`src/rtl/im_fetch_ctrl.sv`:
```
// Instruction-fetch sequencer: owns the PC, addresses the ROM and feeds a single-entry fetch register to decode.
// Optional `FETCH_PERF_EN adds saturating perf_fetch/perf_stall counters.
module im_fetch_ctrl #(
    parameter logic [31:0] PC_RESET  = 32'h0000_3000,
    parameter int          ADDR_W    = 10,
    parameter logic [31:0] HALT_WORD = 32'h0000_000C
) (
    input  logic              clk,
    input  logic              rst_n,
    input  logic              start,
    output logic [ADDR_W-1:0] im_addr,
    input  logic [31:0]       im_instr,
    output logic              if_valid,
    input  logic              if_ready,
    output logic [31:0]       if_instr,
    output logic [31:0]       if_pc,
    input  logic              redirect_valid,
    input  logic [31:0]       redirect_pc,
    output logic              halted,
    output logic              fetch_err
`ifdef FETCH_PERF_EN
    ,
    output logic [31:0]       perf_fetch,
    output logic [31:0]       perf_stall
`endif
);

    typedef enum logic [2:0] {
        S_IDLE,
        S_RUN,
        S_DRAIN,
        S_HALT,
        S_ERROR
    } state_t;

    localparam logic [32:0] ROM_BYTES = 33'(1) << (ADDR_W + 2);

    state_t      state_q;
    logic [31:0] pc_q;
    logic [31:0] if_instr_q;
    logic [31:0] if_pc_q;
    logic        if_valid_q;
    logic        halted_q;
    logic        fetch_err_q;

    logic [31:0] pc_off_d;
    logic [31:0] pc_next_d;
    logic        load_slot_d;
    logic        pc_bad_d;
    logic        redir_bad_d;
    logic        is_halt_d;
    logic        take_d;

    // Borrow out of the 33-bit subtraction flags pc below PC_RESET.
    function automatic logic pc_bad(input logic [31:0] pc);
        logic [32:0] off;
        off = {1'b0, pc} - {1'b0, PC_RESET};
        return (pc[1:0] != 2'b00) || off[32] || (off >= ROM_BYTES);
    endfunction

    always_comb begin
        pc_off_d    = pc_q - PC_RESET;
        pc_next_d   = pc_q + 32'd4;
        load_slot_d = !if_valid_q || if_ready;
        pc_bad_d    = pc_bad(pc_q);
        redir_bad_d = pc_bad(redirect_pc);
        is_halt_d   = (im_instr == HALT_WORD);
        take_d      = if_valid_q && if_ready;
    end

    assign im_addr   = ADDR_W'(pc_off_d >> 2);
    assign if_valid  = if_valid_q;
    assign if_instr  = if_instr_q;
    assign if_pc     = if_pc_q;
    assign halted    = halted_q;
    assign fetch_err = fetch_err_q;

    always_ff @(posedge clk or negedge rst_n) begin
        if (!rst_n) begin
            state_q     <= S_IDLE;
            pc_q        <= PC_RESET;
            if_instr_q  <= 32'd0;
            if_pc_q     <= 32'd0;
            if_valid_q  <= 1'b0;
            halted_q    <= 1'b0;
            fetch_err_q <= 1'b0;
        end else begin
            case (state_q)
                S_IDLE: begin
                    if (redirect_valid) begin
                        pc_q <= redirect_pc;
                    end
                    if (start) begin
                        state_q <= S_RUN;
                    end
                end

                S_RUN, S_DRAIN: begin
                    if (redirect_valid) begin
                        // Redirect beats load, hold and halt; a squashed HALT_WORD resumes fetch.
                        pc_q       <= redirect_pc;
                        if_valid_q <= 1'b0;
                        if (redir_bad_d) begin
                            state_q     <= S_ERROR;
                            fetch_err_q <= 1'b1;
                        end else begin
                            state_q <= S_RUN;
                        end
                    end else if (state_q == S_DRAIN) begin
                        if (take_d) begin
                            if_valid_q <= 1'b0;
                            halted_q   <= 1'b1;
                            state_q    <= S_HALT;
                        end
                    end else if (pc_bad_d) begin
                        // Covers pc+4 running off the ROM and an unchecked IDLE redirect.
                        if_valid_q  <= 1'b0;
                        fetch_err_q <= 1'b1;
                        state_q     <= S_ERROR;
                    end else if (load_slot_d) begin
                        if_instr_q <= im_instr;
                        if_pc_q    <= pc_q;
                        if_valid_q <= 1'b1;
                        if (is_halt_d) begin
                            state_q <= S_DRAIN;
                        end else begin
                            pc_q <= pc_next_d;
                        end
                    end
                end

                S_HALT: begin
                    if_valid_q <= 1'b0;
                    halted_q   <= 1'b1;
                end

                S_ERROR: begin
                    if_valid_q  <= 1'b0;
                    fetch_err_q <= 1'b1;
                end

                default: begin
                    state_q <= S_IDLE;
                end
            endcase
        end
    end

`ifdef FETCH_PERF_EN
    logic [31:0] perf_fetch_q;
    logic [31:0] perf_stall_q;
    logic        perf_live_d;

    assign perf_live_d = (state_q == S_RUN) || (state_q == S_DRAIN);

    always_ff @(posedge clk or negedge rst_n) begin
        if (!rst_n) begin
            perf_fetch_q <= 32'd0;
            perf_stall_q <= 32'd0;
        end else if (perf_live_d) begin
            if (take_d && (perf_fetch_q != 32'hFFFF_FFFF)) begin
                perf_fetch_q <= perf_fetch_q + 32'd1;
            end
            if (if_valid_q && !if_ready && (perf_stall_q != 32'hFFFF_FFFF)) begin
                perf_stall_q <= perf_stall_q + 32'd1;
            end
        end
    end

    assign perf_fetch = perf_fetch_q;
    assign perf_stall = perf_stall_q;
`endif

endmodule

```
`config.mk`:
```
export PLATFORM = sky130hd
export DESIGN_NAME = im_fetch_ctrl
export DESIGN_NICKNAME = d
export VERILOG_FILES = /design/src/rtl/im_fetch_ctrl.sv
export SDC_FILE = /design/constraint.sdc
export NUM_CORES = 1
export LEC_CHECK = 0
export CAP_MARGIN = 20
export CORE_ASPECT_RATIO = 1.75
export CORE_UTILIZATION = 30
export DETAILED_ROUTE_END_ITERATION = 16
export PLACE_DENSITY = 0.61
export SLEW_MARGIN = 20
export SYNTH_ARGS = -nofsm -noshare
export SYNTH_HDL_FRONTEND = slang
export SYNTH_SLANG_ARGS = --single-unit
```
`constraint.sdc`:
```
create_clock -name clk -period 3.1 [get_ports clk]
set_input_delay 0.31 -clock clk [delete_from_list [all_inputs] [get_ports clk]]
set_output_delay 0.31 -clock clk [all_outputs]
set_load 0.02 [all_outputs]
```
==> run summary, run 1 <==
most common cell after layout, fill and taps aside: clkdlybuf4s50_1
Pint: 2920 µW
Synth async-reset ratio: 1.00
CP Max Fanout: 56
Seq/Total Area, Yosys: 0.467
gr ovfl total: 0
synthesis-to-finish area growth: 40.1%
Final Max Slew Viols: 0
DP Wirelength: 12.5 mm
Final WS setup: 0.146 ns
# diodes: 0
site row count: 65
# H-tree levels: 3
Crit path max-delay family: simple AND/OR/NAND/NOR gates
Logic pwr share: 0.379
clock skew: 0.0100 ns
initial antenna violation count: 0
number of enable flip-flop cells after synthesis: 0
worst path required time: 3.33 ns
CTS tree: built
WL/cell: 17.2 µm
ANT nets after route: 0
RSZ-0062 raised after global routing: false
Netlist cell types: 61
Buffers on Ports: 145
chip width: 104 µm
cell with the largest stage delay on the worst path: dfrtp_1
routed vias/inst: 5.10
Clock Latency Late Sink: 0.35 ns
crit share post-route: 0.953
Syn Area/Cell: 10.1 µm²
layout cell share with drive strength beyond 1: 0.144
Initial Util: 0.304
Seq cells post-synth: 102
Placer Congestion: 0.905
Switching Share: 0.388
core area: 18,000 µm²
post-synthesis cell area: 5470 µm²
relative slew slack: 0.489
commonest cells after routing, fill and taps aside: clkdlybuf4s50_1, dfrtp_1, nand2_1
worst slack at placement: -0.0272 ns
Lkg Pwr: 0.00338 µW
Die Y: 181 µm
CTS max path bufs: 2
Clock power frac: 0.234
syn_nets: 617
VDD IR max: 294 µV
Critical Path Start Type: flip-flop
CP peak stage delay: 0.40 ns
global-route wire length before repair: 25.7 mm
metal2 WL: 8.54 mm
number of global-route vias before repair: 4,836
endpoints failing setup: 0
die area: 18,800 µm²
CP Cell Sequence: or3_1 > buf_4 > or3_1 > o32ai_1 > buf_4 > nand3_1 > nor4_4 > buf_4 > nand4_4 > buf_12 > mux2_1
sequential share of power: 0.387
yosys warns: 0
Gates resized, CTS repair: 0
DRC errors left: 0
vias: 4,798
Crit path top cell by count: buf_4
clock-pin slew on the worst setup and hold paths: 0.07 ns
Arr. time, crit path: 3.18 ns
Layout Utilization: 0.426
CP endpoint kind: flip-flop
Final Cell Area: 7660 µm²
post-CTS setup buffers: 0
Total Wirelength: 16.2 mm
Fin. Hold Viols: 0
M1 wire length: 6.19 mm
status: complete, no violations
Tmin final: 2.95 ns
CP bufs+invs: 4
Highest Signal Layer: met4
number of I/O pins: 146
worst slew pin tran: 0.767 ns
top_reg_cell synth: dfrtp_1
worst hold path type: in -> async
root buffer cell: clkbuf_16
Final TNS setup: 0 ns
cell count after synthesis: 542
Fmax achieved: 0.339 GHz
# nets final: 776
Crit Path Category: reg -> reg
Inserted Clock Buffers: 9
gr usage total: 0.174
max_cap viols: 0
area post-placement: 7370 µm²
pwr dens: 623 nW/µm²
clk sinks: 102
switching pwr: 1850 µW
largest net degree at the start of global routing: 59
met3 WL: 792 µm
WHS: 0.0237 ns
initial drt markers: 299
CTS Hold Bufs: 0
Pre-Repair DR Iteration Count: 4
kinds of logic after synthesis:
family | after synthesis | synth area share
XOR/XNOR | 7 | 0.0112
AND/OR/NAND/NOR | 232 | 0.236
adder cells (fa/ha/maj) | 6 | 0.0137
AO/OA/AOI/OAI | 95 | 0.109
multiplexers | 45 | 0.112
buffers and inverters | 55 | 0.0517
flip-flops | 102 | 0.467
sequential cells by signal, indices dropped and copies added, names as in the netlist:
name and flops:
if_valid 1, fetch_err 1, if_pc 32, pc_q 32, state_q 3, halted 1, if_instr 32
cell type report:
cell class                      instances  area, µm²
Clock buffer                           10        229
Clock inverter                          6       62.6
Fill cell                            1737      10300
Inverter                               13       48.8
Multi-Input combinational cell        385       2640
Sequential cell                       102       2550
Tap cell                              234        293
Timing Repair Buffer                  190       1840
metrics by stage:
stage	cells	power (µW)
2_1_floorplan	542	2930
3_3_place_gp	924	3640
3_5_place_dp	924	3680
4_1_cts	940	4810
5_1_grt	940	5080
6_report	940	4780
cells in the mapped netlist (7+ instances only):
cell type | count | share of area
nand3_1 | 27 | 0.025
or3_1 | 8 | 0.0091
o21ai_0 | 21 | 0.019
and2_1 | 23 | 0.026
nor4_1 | 23 | 0.026
nand4_1 | 12 | 0.014
nand2_1 | 51 | 0.035
nor3_1 | 11 | 0.010
buf_4 | 10 | 0.014
a21oi_1 | 30 | 0.027
and3_1 | 12 | 0.014
buf_2 | 7 | 0.0064
mux2_4 | 29 | 0.080
clkbuf_1 | 20 | 0.014
o21ai_1 | 7 | 0.0064
nor2_1 | 32 | 0.022
inv_1 | 13 | 0.0089
mux2_1 | 12 | 0.025
dfrtp_1 | 100 | 0.46
power groups by stage:
| stage | clock network, µW | registers [µW] | logic [µW] |
|---|---|---|---|
| global route | 1200 | 1890 | 1980 |
| global placement | 0 | 1860 | 1790 |
| finish | 1120 | 1850 | 1810 |
| CTS | 1150 | 1840 | 1820 |
| floorplan | 0 | 1780 | 1150 |
| detailed placement | 0 | 1870 | 1800 |
layer usage:
metal / vias to the layer above / global-route usage
li1: 2279 / -
met3: 44 / 0.0289
met2: 180 / 0.317
met4: 0 / 0.0966
met5: - / 0
met1: 2295 / 0.190
final timing paths:
check / from / endpoint / slack (ns) / cells after the start
worst max-delay path: pc_q[19]$_DFFE_PN0P_ / if_pc[5]$_DFFE_PN0P_ / 0.15 / 11
worst min-delay path: rst_n / if_pc[1]$_DFFE_PN0P_ / 0.02 / 1
max in group asynchronous: rst_n / if_instr[19]$_DFFE_PN0P_ / 2.36 / 2
worst min register to register: if_pc[12]$_DFFE_PN0P_ / if_pc[12]$_DFFE_PN0P_ / 0.47 / 1
worst max register to register: pc_q[19]$_DFFE_PN0P_ / if_pc[5]$_DFFE_PN0P_ / 0.15 / 11
min in group clk: if_pc[12]$_DFFE_PN0P_ / if_pc[12]$_DFFE_PN0P_ / 0.47 / 1
(Power assumes the default switching activity.)
==> run 2: changes to the inputs <==
- CTS_CLUSTER_SIZE: default -> 30
- PLACE_DENSITY: 0.61 -> 0.59
- clock period: 3.1 -> 3 ns (I/O delays scaled with it)
==> run 2 against run 1 <==
Effect of this change: largest power group is now combinational logic; clock skew hardly changed; clock power hardly changed; largest cell class unchanged; critical endpoint is now if_instr[16]$_DFFE_PN0P_; wire length is 3.4% higher; sequential share of layout area is 0.54 points lower; the flow now finishes with violations (negative hold slack).
==> run summary, run 2 (synthesis gave the netlist of run 1 again) <==
status: complete, but fails checks
failing checks: negative hold slack
Clock power frac: 0.229
routed vias/inst: 5.14
die area: 18,800 µm²
commonest cells after routing, fill and taps aside: clkdlybuf4s50_1, dfrtp_1, nand2_1
Pre-Repair DR Iteration Count: 4
Placer Congestion: 0.981
CP Max Fanout: 29
gr usage total: 0.178
CTS max path bufs: 2
Arr. time, crit path: 3.10 ns
number of I/O pins: 146
clock skew: 0.00981 ns
RR Startpoint: pc_q[19]$_DFFE_PN0P_
pwr dens: 645 nW/µm²
DP Wirelength: 12.4 mm
CTS tree: built
Crit path top cell by count: or3_1
crit path from: pc_q[19]$_DFFE_PN0P_
Buffers on Ports: 145
Clock Latency Late Sink: 0.35 ns
Inserted Clock Buffers: 9
Switching Share: 0.393
area post-placement: 7340 µm²
Pint: 3050 µW
CP Cell Sequence: or3_1 > buf_4 > or3_1 > o32ai_2 > nand3_2 > nor4_4 > buf_6 > nand4_4 > clkbuf_16 > mux2_4
worst slew pin tran: 0.672 ns
crit share post-route: 0.953
Die Y: 181 µm
Crit Path Category: reg -> reg
Fin. Hold Viols: 22
# H-tree levels: 3
# diodes: 0
CP endpoint kind: flip-flop
VDD IR max: 295 µV
Power Total: 5030 µW
R2R depth: 10
Final Max Slew Viols: 0
Initial Util: 0.304
DRC errors left: 0
ANT nets after route: 0
sequential share of power: 0.380
endpoints failing setup: 0
Logic pwr share: 0.392
Final WS setup: 0.140 ns
max_cap viols: 0
global-route wire length before repair: 26.3 mm
Tmin final: 2.86 ns
Total Wirelength: 16.7 mm
vias: 4,849
CP peak stage delay: 0.40 ns
clock-pin slew on the worst setup and hold paths: 0.08 ns
largest net degree at the start of global routing: 59
WL/cell: 17.7 µm
root buffer cell: clkbuf_16
site row count: 65
Lkg Pwr: 0.00345 µW
number of global-route vias before repair: 5,013
core area: 18,000 µm²
WHS: -0.0239 ns
chip width: 104 µm
initial drt markers: 212
layout cell share with drive strength beyond 1: 0.161
# nets final: 779
initial antenna violation count: 0
most common cell after layout, fill and taps aside: clkdlybuf4s50_1
clk sinks: 102
CTS Hold Bufs: 0
relative slew slack: 0.552
Fmax achieved: 0.350 GHz
Critical Path Start Type: flip-flop
worst path required time: 3.24 ns
fillers: 1,716
worst slack at placement: -0.230 ns
synthesis-to-finish area growth: 42.4%
worst hold path type: in -> async
Final Cell Area: 7790 µm²
switching pwr: 1970 µW
gr ovfl total: 0
cell with the largest stage delay on the worst path: dfrtp_1
==> run 2: critical path: cells and delay by family (launching register included) <==
family,cells,cell delay (ns)
buffers and inverters,3,0.61
AO/OA/AOI/OAI,1,0.19
AND/OR/NAND/NOR,5,1.22
flip-flops,1,0.40
multiplexers,1,0.31
==> run 2: final timing paths <==
path / end / slack (ns)
max reg2reg: if_instr[16]$_DFFE_PN0P_ / 0.14
max: if_instr[16]$_DFFE_PN0P_ / 0.14
min in group clk: halted$_DFFE_PN0P_ / 0.48
min reg2reg: halted$_DFFE_PN0P_ / 0.48
max in group asynchronous: if_instr[5]$_DFFE_PN0P_ / 2.30
min: if_pc[0]$_DFFE_PN0P_ / -0.02
==> run 2: power by group through the flow <==
stage               Combinational [µW]  Clock, µW  Sequential [µW]
floorplan                         1190          0             1830
global placement                  1900          0             1910
detailed placement                1910          0             1920
CTS                               1940       1180             1900
global route                      2150       1240             1950
finish                            1970       1150             1910
==> run 2: per-stage QoR <==
step	hold WS, ns	cells	utilization	setup TNS (ns)
after floorplan	0.00441	542	-	0
after global placement	0.372	922	0.408	-0.385
after detailed placement	0.381	922	0.408	-0.546
after CTS	0.00562	939	0.426	0
after global routing	0.0259	943	0.433	-0.0143
final	-0.0239	943	0.433	0
==> run 2: repair_timing <==
| action | 4_1_cts | 5_1_grt |
|---|---|---|
| gates resized for setup | 3 | 10 |
| setup endpoints to repair | 17 | 60 |
| pin swaps | 1 | 2 |
| cloned | 0 | 3 |
| buffers inserted | 1 | 1 |
| hold endpoints to repair | 0 | 0 |
==> run 2: area by class of cell <==
type / instances / area, µm² / area share
repair buffers: 193 / 1910 / 0.245
multi-input cells: 385 / 2690 / 0.346
well taps: 234 / 293 / 0.0376
clock buffers: 9 / 225 / 0.0289
flip-flops and latches: 102 / 2550 / 0.328
clock inverters: 7 / 67.6 / 0.00867
inverters: 13 / 48.8 / 0.00626
==> run 2: routing by layer <==
| layer | vias to the layer above | track usage | share of wire |
|---|---|---|---|
| met5 | - | 0 | 0 |
| met4 | 0 | 0.0817 | 0.036 |
| met3 | 41 | 0.0311 | 0.040 |
| met2 | 177 | 0.325 | 0.54 |
| met1 | 2356 | 0.199 | 0.39 |
| li1 | 2275 | - | - |
==> run 3: changes to the inputs <==
- CTS_CLUSTER_DIAMETER: default -> 120
==> results of run 3 <==
The final DEF is identical to that of run 2; final timing and power are the same.
